<file path="src/rtl/turn_controller_if.sv">
// Button, timeout and status bundle between the chess-clock turn controller and its surroundings.
interface turn_controller_if #(
    parameter int MOVE_W = 8
);
    logic              btn_start;
    logic              btn_white;
    logic              btn_black;
    logic              timeout_white;
    logic              timeout_black;
    logic              flag_white;
    logic              flag_black;
    logic              turn;
    logic              game_over;
    logic              winner;
    logic [MOVE_W-1:0] move_count;

    modport master (
        output btn_start, btn_white, btn_black, timeout_white, timeout_black,
        input  flag_white, flag_black, turn, game_over, winner, move_count
    );

    modport slave (
        input  btn_start, btn_white, btn_black, timeout_white, timeout_black,
        output flag_white, flag_black, turn, game_over, winner, move_count
    );
endinterface

</file>
<file path="src/rtl/turn_controller.sv">
// Chess-clock turn controller: debounced start/move buttons drive a five-state game FSM
// whose registered outputs enable the two countdown timers.
module turn_controller #(
    parameter int DEBOUNCE_CYCLES = 500000,
    parameter int MOVE_W          = 8
) (
    input  logic        clk,
    input  logic        reset,
    turn_controller_if.slave bus
);
    localparam int CNT_W = $clog2(DEBOUNCE_CYCLES);
    localparam int NBTN  = 3;

    typedef enum logic [2:0] {
        IDLE,
        WHITE_RUN,
        BLACK_RUN,
        PAUSED,
        GAME_OVER
    } state_t;

    logic [NBTN-1:0]  raw;
    logic [NBTN-1:0]  sync1;
    logic [NBTN-1:0]  sync2;
    logic [NBTN-1:0]  level;
    logic [NBTN-1:0]  level_d;
    logic [NBTN-1:0]  press;
    logic [CNT_W-1:0] db_cnt [NBTN];

    logic start_ev;
    logic white_ev;
    logic black_ev;

    state_t            state, state_n;
    logic              turn_q, turn_n;
    logic              winner_q, winner_n;
    logic [MOVE_W-1:0] moves_q, moves_n;
    logic              flag_white_q;
    logic              flag_black_q;
    logic              game_over_q;

    assign raw = {bus.btn_black, bus.btn_white, bus.btn_start};

    // Level flips only after DEBOUNCE_CYCLES consecutive cycles of disagreement; any agreement restarts the count.
    always_ff @(posedge clk or negedge reset) begin
        if (!reset) begin
            sync1   <= '0;
            sync2   <= '0;
            level   <= '0;
            level_d <= '0;
            for (int i = 0; i < NBTN; i++) begin
                db_cnt[i] <= '0;
            end
        end else begin
            sync1   <= raw;
            sync2   <= sync1;
            level_d <= level;
            for (int i = 0; i < NBTN; i++) begin
                if (sync2[i] == level[i]) begin
                    db_cnt[i] <= '0;
                end else if (db_cnt[i] == CNT_W'(DEBOUNCE_CYCLES - 1)) begin
                    level[i]  <= sync2[i];
                    db_cnt[i] <= '0;
                end else begin
                    db_cnt[i] <= db_cnt[i] + 1'b1;
                end
            end
        end
    end

    assign press    = level & ~level_d;
    assign start_ev = press[0];
    assign white_ev = press[1];
    assign black_ev = press[2];

    always_ff @(posedge clk or negedge reset) begin
        if (!reset) begin
            state        <= IDLE;
            turn_q       <= 1'b0;
            winner_q     <= 1'b0;
            moves_q      <= '0;
            flag_white_q <= 1'b0;
            flag_black_q <= 1'b0;
            game_over_q  <= 1'b0;
        end else begin
            state        <= state_n;
            turn_q       <= turn_n;
            winner_q     <= winner_n;
            moves_q      <= moves_n;
            flag_white_q <= (state_n == WHITE_RUN);
            flag_black_q <= (state_n == BLACK_RUN);
            game_over_q  <= (state_n == GAME_OVER);
        end
    end

    // Within a run state the if-chain order gives timeout over own move over start.
    always_comb begin
        state_n  = state;
        turn_n   = turn_q;
        winner_n = winner_q;
        moves_n  = moves_q;
        case (state)
            IDLE: begin
                turn_n = 1'b0;
                if (start_ev) begin
                    state_n = WHITE_RUN;
                end
            end
            WHITE_RUN: begin
                if (bus.timeout_white) begin
                    state_n  = GAME_OVER;
                    winner_n = 1'b1;
                end else if (white_ev) begin
                    state_n = BLACK_RUN;
                    turn_n  = 1'b1;
                    moves_n = moves_q + 1'b1;
                end else if (start_ev) begin
                    state_n = PAUSED;
                end
            end
            BLACK_RUN: begin
                if (bus.timeout_black) begin
                    state_n  = GAME_OVER;
                    winner_n = 1'b0;
                end else if (black_ev) begin
                    state_n = WHITE_RUN;
                    turn_n  = 1'b0;
                    moves_n = moves_q + 1'b1;
                end else if (start_ev) begin
                    state_n = PAUSED;
                end
            end
            PAUSED: begin
                if (start_ev) begin
                    state_n = turn_q ? BLACK_RUN : WHITE_RUN;
                end
            end
            GAME_OVER: begin
                state_n = GAME_OVER;
            end
            default: begin
                state_n = IDLE;
            end
        endcase
    end

    assign bus.flag_white = flag_white_q;
    assign bus.flag_black = flag_black_q;
    assign bus.turn       = turn_q;
    assign bus.game_over  = game_over_q;
    assign bus.winner     = winner_q;
    assign bus.move_count = moves_q;
endmodule

</file>
<file path="src/flat_wrapper.sv">
// flat-port wrapper written by rule: the top's interface ports become plain ports
module turn_controller_flat 
#(
    parameter int DEBOUNCE_CYCLES = 500000,
    parameter int MOVE_W          = 8
)
  (clk, reset, bus_btn_start, bus_btn_white, bus_btn_black, bus_timeout_white, bus_timeout_black, bus_flag_white, bus_flag_black, bus_turn, bus_game_over, bus_winner, bus_move_count);
  turn_controller_if #(.MOVE_W(MOVE_W)) bus_i ();
  input  logic clk;
  input  logic reset;
  input wire logic [$bits(bus_i.btn_start)-1:0] bus_btn_start;
  input wire logic [$bits(bus_i.btn_white)-1:0] bus_btn_white;
  input wire logic [$bits(bus_i.btn_black)-1:0] bus_btn_black;
  input wire logic [$bits(bus_i.timeout_white)-1:0] bus_timeout_white;
  input wire logic [$bits(bus_i.timeout_black)-1:0] bus_timeout_black;
  output wire logic [$bits(bus_i.flag_white)-1:0] bus_flag_white;
  output wire logic [$bits(bus_i.flag_black)-1:0] bus_flag_black;
  output wire logic [$bits(bus_i.turn)-1:0] bus_turn;
  output wire logic [$bits(bus_i.game_over)-1:0] bus_game_over;
  output wire logic [$bits(bus_i.winner)-1:0] bus_winner;
  output wire logic [$bits(bus_i.move_count)-1:0] bus_move_count;
  assign bus_i.btn_start = bus_btn_start;
  assign bus_i.btn_white = bus_btn_white;
  assign bus_i.btn_black = bus_btn_black;
  assign bus_i.timeout_white = bus_timeout_white;
  assign bus_i.timeout_black = bus_timeout_black;
  assign bus_flag_white = bus_i.flag_white;
  assign bus_flag_black = bus_i.flag_black;
  assign bus_turn = bus_i.turn;
  assign bus_game_over = bus_i.game_over;
  assign bus_winner = bus_i.winner;
  assign bus_move_count = bus_i.move_count;
  turn_controller #(.DEBOUNCE_CYCLES(DEBOUNCE_CYCLES), .MOVE_W(MOVE_W)) u_core (.clk(clk), .reset(reset), .bus(bus_i));
endmodule
</file>
<file path="config.mk">
export PLATFORM = sky130hd
export DESIGN_NAME = turn_controller_flat
export DESIGN_NICKNAME = d
export VERILOG_FILES = /design/src/rtl/turn_controller_if.sv /design/src/rtl/turn_controller.sv /design/src/flat_wrapper.sv
export SDC_FILE = /design/constraint.sdc
export NUM_CORES = 1
export LEC_CHECK = 0
export ABC_AREA = 1
export BUFFER_PORTS_ARGS = -buffer_cell sky130_fd_sc_hd__buf_2
export CORE_ASPECT_RATIO = 0.75
export CORE_MARGIN = 3
export CORE_UTILIZATION = 55
export DETAILED_ROUTE_END_ITERATION = 8
export GPL_ROUTABILITY_DRIVEN = 0
export PLACE_DENSITY = 0.72
export SYNTH_ARGS = -nofsm -noshare
export SYNTH_HDL_FRONTEND = slang
export SYNTH_SLANG_ARGS = --single-unit
</file>
<file path="constraint.sdc">
create_clock -name clk -period 2.1 [get_ports clk]
set_clock_uncertainty 0.15 [all_clocks]
set_input_delay 0.315 -clock clk [delete_from_list [all_inputs] [get_ports clk]]
set_output_delay 0.315 -clock clk [all_outputs]
set_load 0.02 [all_outputs]
</file>
==> flow_summary_export.csv <==
group,metric,value,unit
outcome,status,"complete, no violations",
yosys,seq_area_frac_synth,46.5,%
cts,cts_inserted_buffers,9,
floorplanning,io_pins,20,
timing,rsz0062_at_grt,"false",
critical_path,crit_fanout,8,
critical_path,crit_chain,"ha_1 -> nand2_1 -> nor2_4 -> nand3_1 -> o21ai_4 -> nor2_1",
timing,setup_viol,0,
placement,io_buffers,19,
global_routing,antenna_found_initial,0,
detailed_routing,postRouteAntennaNets,0,
yosys,synth_compound_gate_area_share,3.56,%
floorplanning,row_count,28,
cts,h-tree-depth,3,
cts,post_cts_buffers,0,
final_layout,regArea,0.00213,mm^2
yosys,yosys.area_share.xor_xnor,5.17,%
detailed_routing,wl_per_cell,12.4,um
floorplanning,chipWidth,111,um
yosys,synth_top_family_by_area,"simple AND/OR/NAND/NOR gates",
final_layout,n_fill_cell,735,
global_routing,overflow,0,
critical_path,critPathRequiredTime,2.20,ns
critical_path,cpMaxStageDelayCell,"dfrtp_1",
timing,finalCriticalPeriod,1.76,ns
cts,clock_sinks,85,
yosys,ys_types,33,
timing,max_freq,569,MHz
yosys,synth_top_cell_by_area,"dfrtp_1",
final_layout,post-route-util,63.3,%
yosys,synth_area_per_cell,7.70,um^2
timing,slew_violations,0,
yosys,synth_top_area_share,46.5,%
hold_path,worstHoldPathType,"primary input to flop",
power_and_ir_drop,peakVddDrop,0.481,mV
floorplanning,die_area,0.00945,mm^2
yosys,ys_warn_count,0,
yosys,syn_inst,594,
detailed_routing,drtPass1Iterations,5,
yosys,synth_area,0.00457,mm^2
detailed_routing,dr_total_vias,3752,
detailed_routing,drtIter0Drc,221,
power_and_ir_drop,p_per_area,578,mW/mm^2
critical_path,critPathMaxStageDelay,0.39,ns
critical_path,critPathCaptureType,"flop",
detailed_routing,via_per_inst,5.08,
floorplanning,coreArea,0.00799,mm^2
final_layout,final_cell_mix,"nand2_1 (139), nor2_1 (132), dfrtp_1 (85)",
floorplanning,initial_core_util,57.2,%
timing,worstMarginPinSlew,0.444,ns
cts,insertion_delay,0.37,ns
yosys,synth-simple-area-share,37.4,%
timing,hold_viol_final,0,
global_routing,grt_pass1_wl,16.1,mm
final_layout,antenna_cells,0,
timing,finalSetupTns,0,ns
cts,root_buffer,"clkbuf_8",
yosys,synth-seq-cells,85,
timing,slew_headroom,70.4,%
global_routing,grt_start_max_net_pins,86,
critical_path,crit_type,"flop to flop",
final_layout,final_common_cell,"nand2_1",
flow_run,maxCapViolations,0,
global_routing,grt_pass1_vias,3454,
final_layout,multiInputGateArea,0.00216,mm^2
floorplanning,die_h,85.0,um
cts,clkSlewWorstSetupHoldPaths,0.10,ns
timing,fin_crit_sh,83.7,%
detailed_routing,routed_wl,9.15,mm
placement,hpwl,6.70,mm
final_layout,final_layout_size_suffix_gt1_share,13.9,%
yosys,synthMuxAreaShare,0,%
critical_path,critPathArrivalTime,1.86,ns
yosys,synthAdderAreaFrac,1.09,%
cts,clk_path_buf_depth,2,
critical_path,critPathLaunchType,"flop",
global_routing,gr-usage-all-layers,20.8,%
detailed_routing,drc,0,
power_and_ir_drop,power_leakage,2.38,nW
cts,cts_tree,"yes",
final_layout,fin_nets,640,
yosys,ys_top_cells_by_area,"dfrtp_1 (47%), nand2_1 (11%), nor2_1 (11%)",
final_layout,syn2layout_area_growth,10.6,%
yosys,syn_nets,605,
-- critical path: cells and delay by family, from the launching register on --
kind	cells	cell delay (ns)
simple gates	4	0.57
flops	1	0.39
fa+ha+maj	1	0.23
compound gates	1	0.30
-- cell type report --
| class | count | share of cell area, % |
|---|---|---|
| inverters | 75 | 5.61 |
| flip-flops and latches | 85 | 42.0 |
| repair buffers | 24 | 3.12 |
| clock buffers | 9 | 2.45 |
| multi-input cells | 434 | 42.7 |
| well taps | 105 | 2.60 |
| clock inverters | 7 | 1.46 |
-- final timing paths --
path | start | endpoint | slack (ns) | cells past startpoint
max in group asynchronous | reset | u_core.db_cnt[24] | 1.09 | 3
worst max register to register | u_core.db_cnt[38] | u_core.db_cnt[54] | 0.34 | 6
worst min-delay path | bus_timeout_black | u_core.state[2] | 0.11 | 3
min in group asynchronous | reset | u_core.db_cnt[11] | 0.35 | 3
worst min register to register | u_core.sync1[1] | u_core.sync2[1] | 0.20 | 0
worst max-delay path | u_core.db_cnt[38] | u_core.db_cnt[54] | 0.34 | 6
-- sequential cells by signal, summed over array words and instances, names as in the netlist --
signal                 count
u_core.bus.flag_black      1
u_core.bus.flag_white      1
u_core.sync1               3
u_core.level_d             3
u_core.bus.move_count      8
u_core.bus.winner          1
u_core.db_cnt             57
u_core.state               3
u_core.sync2               3
u_core.bus.turn            1
u_core.level               3
u_core.bus.game_over       1
-- kinds of logic after synthesis --
group	after synthesis
AO/OA/AOI/OAI	26
adder cells (fa/ha/maj)	4
buffers and inverters	75
XOR/XNOR	27
AND/OR/NAND/NOR	377
flip-flops	85
-- what timing repair did --
action                                 in CTS  in global routing
hold buffers                                4                  0
gates resized for setup                     0                  0
endpoints found under the hold margin      88                  0
-- power breakdown --
group          switching [mW]  total [mW]  leakage [nW]  internal, mW
Clock                   0.678        1.15         0.102         0.473
Sequential             0.0158        1.67          1.17          1.65
Combinational          0.0708       0.102          1.11        0.0307
Total                   0.765        2.92          2.38          2.16
-- synthesized netlist by cell type --
master and number:
or2_1 1, nor3_1 16, nor2_1 132, xnor2_1 3, nand4_1 9, inv_1 64, nor2_8 1, o211ai_1 1
o21ai_0 8, inv_2 10, o21ai_2 1, inv_4 1, o21ai_4 1, nand2_4 2, nor3b_1 4, nor2_4 6
nand3b_1 1, nor2_2 8, nor3_2 1, nor2b_1 1, nand3_1 37, a31o_2 2, o21a_1 1, a21oi_1 8
a31oi_1 2, dfrtp_1 85, nand2_2 10, o21ai_1 1, nand3_2 9, nand2_1 139, xor2_1 24, a211oi_1 1
ha_1 4
-- layer usage --
metal	GRT usage, %	routed length, um	up-vias	part of all wire (%)
li1	-	-	1928	-
met1	31.6	4740	1721	52
met2	29.9	3790	90	41
met3	5.20	512	13	5.6
met4	5.75	112	0	1.2
met5	0	0	-	0
-- per-stage QoR --
stage	total power [mW]	setup WS [ns]	instance area (um^2)	hold slack, ns	std cells
after floorplan	1.74	0.578	4570	-0.131	594
after global placement	1.80	0.447	4820	0.181	719
after detailed placement	1.80	0.340	4820	0.186	719
after CTS	2.97	0.320	5060	0.0872	739
after global routing	3.05	0.219	5060	0.111	739
final	2.92	0.342	5060	0.111	739
Power figures use the tool's default switching activity.
